### src/rtl/comm_cs_initiator_pkg.sv
// rtl/comm_cs_initiator_pkg.sv - opcodes, response bytes and FSM encoding shared by the cs initiator
package comm_cs_initiator_pkg;

  localparam logic [7:0] OP_READ  = 8'h01;
  localparam logic [7:0] OP_WRITE = 8'h02;
  localparam logic [7:0] RSP_ACK  = 8'hA5;
  localparam logic [7:0] RSP_ERR  = 8'hEE;

  typedef enum logic [2:0] {
    S_OP    = 3'd0,
    S_ADDR  = 3'd1,
    S_DATA  = 3'd2,
    S_ISSUE = 3'd3,
    S_WAIT  = 3'd4,
    S_ERR   = 3'd5,
    S_RESP  = 3'd6
  } state_t;

  function automatic logic is_valid_op(input logic [7:0] op);
    return (op == OP_READ) || (op == OP_WRITE);
  endfunction

endpackage

### src/rtl/comm_cs_byte_serializer.sv
// rtl/comm_cs_byte_serializer.sv - MSB-first response byte shifter with valid/ready handshake
module comm_cs_byte_serializer (
  input  logic        clock_i,
  input  logic        reset_i,
  input  logic        load_i,
  input  logic [31:0] data_i,
  input  logic [2:0]  nbytes_i,
  output logic        tx_valid_o,
  output logic [7:0]  tx_data_o,
  input  logic        tx_ready_i,
  output logic        done_o
);

  logic [31:0] r_shift;
  logic [2:0]  r_left;
  logic        r_valid;
  logic        w_fire;

  assign w_fire = r_valid & tx_ready_i;

  always_ff @(posedge clock_i or negedge reset_i) begin
    if (!reset_i) begin
      r_shift <= 32'h0;
      r_left  <= 3'd0;
      r_valid <= 1'b0;
    end else if (load_i) begin
      r_shift <= data_i;
      r_left  <= nbytes_i;
      r_valid <= (nbytes_i != 3'd0);
    end else if (w_fire) begin
      r_shift <= {r_shift[23:0], 8'h00};
      r_left  <= r_left - 3'd1;
      r_valid <= (r_left != 3'd1);
    end
  end

  assign tx_valid_o = r_valid;
  assign tx_data_o  = r_shift[31:24];
  assign done_o     = w_fire & (r_left == 3'd1);

endmodule

### src/rtl/comm_cs_initiator.sv
// rtl/comm_cs_initiator.sv - host byte frames to single cs-port read/write transactions
// Optional inter-byte timeout enabled by defining COMM_CS_TIMEOUT_EN.
module comm_cs_initiator #(
  parameter int RD_LATENCY     = 1,
  parameter int TIMEOUT_CYCLES = 1000000
) (
  input  logic        clock_i,
  input  logic        reset_i,
  input  logic        rx_valid_i,
  input  logic [7:0]  rx_data_i,
  output logic        rx_ready_o,
  output logic        tx_valid_o,
  output logic [7:0]  tx_data_o,
  input  logic        tx_ready_i,
  output logic        req_cs_o,
  output logic        rw_cs_o,
  output logic [26:0] add_cs_o,
  output logic [31:0] data_cs_o,
  input  logic [31:0] data_cs_i,
  output logic        busy_o
);
  import comm_cs_initiator_pkg::*;

  state_t      r_state;
  logic [2:0]  r_cnt;
  logic        r_is_write;
  logic [26:0] r_addr_sh;
  logic [31:0] r_data_sh;
  logic        r_rx_ready;
  logic        r_busy;
  logic        r_req;
  logic        r_rw;
  logic [26:0] r_add;
  logic [31:0] r_wdata;
  logic        r_ser_load;
  logic [31:0] r_ser_data;
  logic [2:0]  r_ser_n;

  logic        w_rx_fire;
  logic        w_ser_done;
  logic        w_timeout;

  assign w_rx_fire = rx_valid_i & r_rx_ready;

`ifdef COMM_CS_TIMEOUT_EN
  localparam int TW = $clog2(TIMEOUT_CYCLES + 1);
  logic [TW-1:0] r_idle;
  logic          w_in_field;

  assign w_in_field = (r_state == S_ADDR) || (r_state == S_DATA);
  assign w_timeout  = w_in_field & ~w_rx_fire & (r_idle == TW'(TIMEOUT_CYCLES - 1));

  always_ff @(posedge clock_i or negedge reset_i) begin
    if (!reset_i) begin
      r_idle <= '0;
    end else if (w_in_field && !w_rx_fire && !w_timeout) begin
      r_idle <= r_idle + 1'b1;
    end else begin
      r_idle <= '0;
    end
  end
`else
  assign w_timeout = 1'b0;
`endif

  // rx_ready/busy are registered alongside each transition so they track r_state exactly,
  // except that rx_ready stays low for the first cycle out of reset.
  always_ff @(posedge clock_i or negedge reset_i) begin
    if (!reset_i) begin
      r_state    <= S_OP;
      r_cnt      <= 3'd0;
      r_is_write <= 1'b0;
      r_addr_sh  <= 27'h0;
      r_data_sh  <= 32'h0;
      r_rx_ready <= 1'b0;
      r_busy     <= 1'b0;
      r_req      <= 1'b0;
      r_rw       <= 1'b0;
      r_add      <= 27'h0;
      r_wdata    <= 32'h0;
      r_ser_load <= 1'b0;
      r_ser_data <= 32'h0;
      r_ser_n    <= 3'd0;
    end else begin
      r_req      <= 1'b0;
      r_ser_load <= 1'b0;
      case (r_state)
        S_OP: begin
          r_rx_ready <= 1'b1;
          if (w_rx_fire) begin
            r_busy     <= 1'b1;
            r_cnt      <= 3'd0;
            r_is_write <= (rx_data_i == OP_WRITE);
            if (is_valid_op(rx_data_i)) begin
              r_state <= S_ADDR;
            end else begin
              r_state    <= S_ERR;
              r_rx_ready <= 1'b0;
            end
          end
        end
        S_ADDR: begin
          if (w_rx_fire) begin
            r_addr_sh <= {r_addr_sh[18:0], rx_data_i};
            if (r_cnt == 3'd3) begin
              r_cnt <= 3'd0;
              if (r_is_write) begin
                r_state <= S_DATA;
              end else begin
                r_state    <= S_ISSUE;
                r_rx_ready <= 1'b0;
                r_req      <= 1'b1;
                r_rw       <= 1'b0;
                r_add      <= {r_addr_sh[18:0], rx_data_i};
              end
            end else begin
              r_cnt <= r_cnt + 3'd1;
            end
          end else if (w_timeout) begin
            r_state    <= S_ERR;
            r_rx_ready <= 1'b0;
          end
        end
        S_DATA: begin
          if (w_rx_fire) begin
            r_data_sh <= {r_data_sh[23:0], rx_data_i};
            if (r_cnt == 3'd3) begin
              r_cnt      <= 3'd0;
              r_state    <= S_ISSUE;
              r_rx_ready <= 1'b0;
              r_req      <= 1'b1;
              r_rw       <= 1'b1;
              r_add      <= r_addr_sh;
              r_wdata    <= {r_data_sh[23:0], rx_data_i};
            end else begin
              r_cnt <= r_cnt + 3'd1;
            end
          end else if (w_timeout) begin
            r_state    <= S_ERR;
            r_rx_ready <= 1'b0;
          end
        end
        S_ISSUE: begin
          r_cnt <= 3'd0;
          if (r_is_write) begin
            r_ser_load <= 1'b1;
            r_ser_data <= {RSP_ACK, 24'h0};
            r_ser_n    <= 3'd1;
            r_state    <= S_RESP;
          end else begin
            r_state <= S_WAIT;
          end
        end
        S_WAIT: begin
          if (r_cnt == 3'(RD_LATENCY - 1)) begin
            r_cnt      <= 3'd0;
            r_ser_load <= 1'b1;
            r_ser_data <= data_cs_i;
            r_ser_n    <= 3'd4;
            r_state    <= S_RESP;
          end else begin
            r_cnt <= r_cnt + 3'd1;
          end
        end
        S_ERR: begin
          r_cnt      <= 3'd0;
          r_ser_load <= 1'b1;
          r_ser_data <= {RSP_ERR, 24'h0};
          r_ser_n    <= 3'd1;
          r_state    <= S_RESP;
        end
        S_RESP: begin
          if (w_ser_done) begin
            r_cnt      <= 3'd0;
            r_state    <= S_OP;
            r_busy     <= 1'b0;
            r_rx_ready <= 1'b1;
          end
        end
        default: begin
          r_state    <= S_OP;
          r_busy     <= 1'b0;
          r_rx_ready <= 1'b0;
        end
      endcase
    end
  end

  comm_cs_byte_serializer u_ser (
    .clock_i    (clock_i),
    .reset_i    (reset_i),
    .load_i     (r_ser_load),
    .data_i     (r_ser_data),
    .nbytes_i   (r_ser_n),
    .tx_valid_o (tx_valid_o),
    .tx_data_o  (tx_data_o),
    .tx_ready_i (tx_ready_i),
    .done_o     (w_ser_done)
  );

  assign rx_ready_o = r_rx_ready;
  assign busy_o     = r_busy;
  assign req_cs_o   = r_req;
  assign rw_cs_o    = r_rw;
  assign add_cs_o   = r_add;
  assign data_cs_o  = r_wdata;

endmodule
### config.mk
export PLATFORM = sky130hd
export DESIGN_NAME = comm_cs_initiator
export DESIGN_NICKNAME = d
export VERILOG_FILES = /design/src/rtl/comm_cs_initiator_pkg.sv /design/src/rtl/comm_cs_byte_serializer.sv /design/src/rtl/comm_cs_initiator.sv
export SDC_FILE = /design/constraint.sdc
export NUM_CORES = 1
export LEC_CHECK = 0
export ABC_AREA = 1
export CAP_MARGIN = 40
export CORE_UTILIZATION = 63
export DETAILED_ROUTE_END_ITERATION = 16
export DONT_BUFFER_PORTS = 1
export GPL_TIMING_DRIVEN = 0
export PLACE_DENSITY = 0.75
export REMOVE_ABC_BUFFERS = 1
export SLEW_MARGIN = 20
export SYNTH_ARGS = -nofsm -noshare
export SYNTH_HDL_FRONTEND = slang
export SYNTH_HIERARCHICAL = 1
export SYNTH_SLANG_ARGS = --single-unit
export TNS_END_PERCENT = 10
### constraint.sdc
create_clock -name clock_i -period 1.95 [get_ports clock_i]
set_input_delay 0.39 -clock clock_i [delete_from_list [all_inputs] [get_ports clock_i]]
set_output_delay 0.39 -clock clock_i [all_outputs]
set_load 0.05 [all_outputs]
Word level (Yosys, flattened, before mapping)
Index checks and enable logic that the tools add are counted.
- input port bits: 44
- bits in read-only memories: 0
- bits in registers: 193
- memories: 0
- bits in latches: 0
- memory bits (writable): 0
- logic and storage cells: 125
- add/sub/neg operators: 2
- reductions and logical operators: 22
- shift-type cells: 0
- equal/unequal tests: 21
- divide/modulo/power cells: 0
- bitwise operators: 5
- multipliers: 0
- mux-type cells: 58
- order comparisons: 0
- operators with widths (cell ; count):
    $mux 27 ; 5
    $mux 32 ; 4
    $pmux 32 s3 ; 1
    $pmux 27 s2 ; 1
    $mux 3 ; 16
    $mux 1 ; 22
    $pmux 3 s7 ; 1
    $ne 2x2->1 const B ; 8
    $pmux 3 s5 ; 1
    $reduce_and 7->1 ; 2
    $eq 3x2->1 const B ; 3
    $eq 3x3->1 const B ; 3
    $pmux 3 s3 ; 1
    $reduce_and 3->1 ; 3
    $eq 8x1->1 const B ; 1
    $eq 8x2->1 const B ; 1
    $eq 3x1->1 const B ; 2
    $logic_not 3->1 ; 2
    $pmux 1 s3 ; 2
    $reduce_and 2->1 ; 3
    $reduce_and 6->1 ; 1
    $reduce_bool 3->1 ; 2
    $pmux 1 s5 ; 1
    $reduce_bool 5->1 ; 1
    14 further kinds ; 21

Longest topological paths before layout
- depth after elaboration: 5
- depth in mapped cells: 11
- gate-level depth less buffers: 11

Cells and area by module
The synthesis kept the hierarchy.
- by module, submodules not included (module ; cells each ; seq. area each (um^2) ; area an instance (um^2) ; instances):
    comm_cs_initiator ; 768 ; 3903.7 ; 6641.4 ; 1
    comm_cs_byte_serializer ; 216 ; 900.9 ; 1767.9 ; 1

Worst setup path before layout
Ideal clock, no wire load.
- path type: flip-flop to flip-flop
- start: register u_ser.r_valid, in the netlist u_ser/tx_valid_o
- end: register r_state[2]
- setup time: 0.116 ns
- period minus slack after synthesis: 1.743 ns
- arrival time: 1.626 ns
- slack: 0.207 ns
- buffers on the path: 0
- cell stages (with the launch flop): 10
- cells stage by stage: dfrtp_1 -> nand2_4 -> nor2_1 -> inv_1 -> nand4_1 -> nand2_1 -> nor2_1 -> nand2_1 -> nand2_1 -> nand2_1
- longest elaborated chain between the ends: 4
- RTL lines (item ; RTL line ; source):
    from (decl) ; comm_cs_byte_serializer.sv:16 ; logic r_valid;
    from (signal assigned) ; comm_cs_byte_serializer.sv:29 ; r_valid <= (nbytes_i != 3'd0);
    from (signal assigned) ; comm_cs_byte_serializer.sv:33 ; r_valid <= (r_left != 3'd1);
    $and 1x1->1 ; comm_cs_byte_serializer.sv:19 ; assign w_fire = r_valid & tx_ready_i;
    $and 1x1->1 ; comm_cs_byte_serializer.sv:39 ; assign done_o = w_fire & (r_left == 3'd1);
    net w_ser_done ; comm_cs_initiator.sv:40 ; logic w_ser_done;
    $ne 2x1->1 (no line) ; n/a ;
    $reduce_and 7->1 (no line) ; n/a ;
    to (signal assigned) ; comm_cs_initiator.sv:70 ; r_state <= S_OP;
    to (signal assigned) ; comm_cs_initiator.sv:95 ; r_state <= S_ADDR;
    to (signal assigned) ; comm_cs_initiator.sv:97 ; r_state <= S_ERR;
    to (decl) ; comm_cs_initiator.sv:24 ; state_t r_state;
The timed path passes the listed nets, and every way through them passes these cells.
A chain may end at the register's enable or synchronous reset.

Worst setup path after layout
- start: register r_state[2]
- end: register r_add[18], in the netlist add_cs_o[18]
- longest elaborated chain between the ends: 3
- elaborated cells on any way between the ends: 10
- those cells by class: 7 x eq/ne; 1 x mux; 2 x reduce/logical
- RTL lines (item ; RTL line ; source):
    $eq 3x1->1 / $eq 3x2->1 (equally long branches) ; comm_cs_initiator.sv:87 ; case (r_state)
    $ne 2x2->1 (no line) / $reduce_bool 2->1 (equally long branches) ; n/a ;
    $reduce_and 6->1 (no line) ; n/a ;
    to (signal assigned) ; comm_cs_initiator.sv:114 ; r_add <= {r_addr_sh[18:0], rx_data_i};
    to (signal assigned) ; comm_cs_initiator.sv:133 ; r_add <= r_addr_sh;
    to (decl) ; comm_cs_initiator.sv:33 ; logic [26:0] r_add;
Several ways; a longest one is shown, not always the timed one.

==> impl_results.md <==
* Status: complete, but fails checks
* Failing checks: hold timing
* Crit. End Element: flip-flop
* # IOs at 116
* Routed vias at 6234
* Share of layout cells above drive strength 1 at 8.522%
* Clock Root Buffer: clkbuf_16
* CP Buf/Inv Count at 2
* Final wirelength at 18520 um
* Worst path required time at 2.32 ns
* Row count at 41
* Synthesized flop and latch total at 192
* Worst setup endpoint: add_cs_o[18]
* CP Launch Point: r_state[2]
* Minimum clock period at 1.887 ns
* Vias in the first global route at 6134
* Core ar. at 0.01282 mm^2
* Reg2Reg Launch Point: r_state[2]
* GRT Total Usage at 28.74%
* Peak VDD IR at 988.6 uV
* Syn_area_per_cell at 8.546 um^2
* Worst r2r path cells at 8
* Initial Util at 65.57%
* Count of input and output buffers at 0
* Seq/Total Area, Yosys at 57.13%
* Largest cells by area after synthesis: dfrtp_1 57%, nand2_1 18%, o21ai_0 7.5%, inv_1 2.9%, nand3_1 2.5%
* Die area at 0.01381 mm^2
* WL per Instance at 16.16 um
* GP Congestion at 0.8703
* Most common cell after layout, fill and taps aside: nand2_1
* Area delta synth->final at 7.543%
* CTS tree: done
* Stages on the worst setup path at 8
* CP max stage delay at 0.52 ns
* Hold Vio Cnt, Final at 192
* Slew HR at 53.99%
* Worst-Skew Late Latency at 0.43 ns
* Max_cap viols at 0
* Measured slew at the worst slew-check pin at 0.6894 ns
* Clock skew at 0.006721 ns
* Drt drc at 0
* Vias per inst at 5.440
* Synth Instances at 984
* Setup violators final at 0
* CP startpoint kind: flip-flop
* Filler Cell Count at 1022
* Crit Path Max Fanout at 32
* Post-Syn Area at 0.008409 mm^2
* Max Slew Vio Count at 0
* Worst Path Class, Setup: flip-flop to flip-flop
* Reg2Reg Setup Slack at 0.06 ns
* First-pass GRT wire length at 30980 um
* Library cells used by synthesis at 26
* CTS buffer count at 17
* CTS sink cnt at 192
* Max Buffers Root-to-Sink at 2
* Yosys warns at 6
* Post-synth top area share at 57.13%
* Family with the most delay on the worst path: simple AND/OR/NAND/NOR gates
* Worst Hold Class: input pin to asynchronous set/reset pin
* RSZ-0062 raised after global routing: yes
* R2r endpoint: add_cs_o[18]
* Pwr Total at 13.78 mW
* Grt total ovfl at 0
* Initial antenna violation count at 0
* # diodes at 0
* Largest net degree at the start of global routing at 193
* Cells along the critical path: inv_4, nand3_4, nand2_8, nand2_8, nor2_4, buf_4, nand2_1, nand2_1
* Min Hold Slack at -0.3421 ns
* HPWL after DPL at 10480 um
* Die Wd at 117.5 um
* Cell taking the most area after synthesis: dfrtp_1
* Power Dens Cells at 1523 mW/mm^2
* Htree depth at 4
* Pre-antenna DRT Iters at 5
* CP arrival at 2.25 ns
* CP max stage cell: dfrtp_2
* Clk slew on worst S/H paths at 0.07 ns
* Part of the cycle the worst path needs at 96.78%
* Nets at 1011
* Fmax at 529.9 MHz
* DRT iter0 DRCs at 647
* Routed Antenna Nets at 0
* Commonest non-fill, non-tap cells in the layout: 399 x nand2_1, 186 x dfrtp_1, 126 x o21ai_0
* Die Ht at 117.5 um
* Leakage at 4.683 nW
==> area by class of cell <==
type | instances | area (um^2) | area share [%]
Inverter | 75 | 294.0 | 3.251
Tap cell | 172 | 215.2 | 2.380
Sequential cell | 192 | 4815 | 53.24
Clock inverter | 10 | 108.9 | 1.204
Clock buffer | 22 | 484.2 | 5.354
Timing Repair Buffer | 6 | 70.07 | 0.7748
Multi-Input combinational cell | 669 | 3057 | 33.80
==> state kept, by name, indices dropped and copies added, names as in the netlist, 2 cells and up <==
name           cells
u_ser/r_left       3
r_addr_sh         27
r_ser_n            2
r_data_sh         24
data_cs_o         32
r_cnt              3
r_state            3
u_ser/r_shift     32
add_cs_o          27
r_ser_data        32
==> logic make-up after synthesis <==
logic type               synth area share [%]
AND/OR/NAND/NOR                         25.23
flip-flops                              57.13
adder cells (fa/ha/maj)                0.8927
other                                 0.04459
AO/OA/AOI/OAI                           9.046
XOR/XNOR                               0.1042
buffers and inverters                   7.544
==> routing by layer <==
| layer | vias to the layer above | wire length (um) | global-route usage (%) |
|---|---|---|---|
| li1 | 3041 | - | - |
| met1 | 3007 | 8277 | 38.84 |
| met4 | 0 | 314 | 9.455 |
| met3 | 23 | 1180 | 8.043 |
| met5 | - | 0 | 0 |
| met2 | 163 | 8750 | 45.19 |
==> synth_stat cells <==
| library cell | instances |
|---|---|
| o21ai_1 | 25 |
| ha_1 | 6 |
| inv_1 | 66 |
| nand2_1 | 399 |
| nor2_4 | 3 |
| nand2_2 | 6 |
| nand3_1 | 42 |
| clkbuf_1 | 16 |
| buf_6 | 10 |
| nand3_2 | 5 |
| inv_2 | 7 |
| nand4_1 | 6 |
| buf_4 | 14 |
| conb_1 | 1 |
| o21ai_0 | 126 |
| inv_4 | 2 |
| a21oi_1 | 1 |
| clkbuf_2 | 1 |
| nor2_2 | 2 |
| dfrtp_1 | 192 |
| xor2_1 | 1 |
| nand2_4 | 4 |
| nor2_8 | 3 |
| nor2_1 | 32 |
| buf_2 | 13 |
| nand3_4 | 1 |
==> per-stage QoR <==
step | utilization [%] | TNS, ns | worst slack [ns] | area (um^2) | cells
floorplan | - | 0 | 0.08526 | 8065 | 931
global placement | 64.57 | -46.43 | -0.5930 | 8280 | 1103
detailed placement | 64.89 | -23.27 | -0.4410 | 8322 | 1105
CTS | 70.30 | -0.003128 | -0.003128 | 9016 | 1146
global route | 70.52 | -0.4360 | -0.06318 | 9044 | 1146
finish | 70.52 | 0 | 0.06271 | 9044 | 1146
==> where the power goes <==
| group | switching (mW) | total (mW) | internal [mW] |
|---|---|---|---|
| logic | 2.57 | 3.70 | 1.13 |
| clock network | 1.45 | 3.47 | 2.02 |
| registers | 1.47 | 6.61 | 5.14 |
==> worst min path at each step <==
stage                         end  slack [ns]  cells after the start
global route        data_cs_o[29]       -0.36                      0
finish              data_cs_o[29]       -0.34                      0
floorplan             add_cs_o[0]        0.09                      0
global placement    data_cs_o[29]         0.1                      0
CTS                 data_cs_o[30]       -0.36                      0
detailed placement  data_cs_o[29]         0.1                      0
==> what timing repair did <==
item,CTS,global route
gates resized for setup,9,8
setup endpoints to repair,121,79
pin swaps,6,2
buffers inserted,4,0
gates cloned,5,0
hold endpoints to repair,192,192
(Power assumes the default switching activity.)
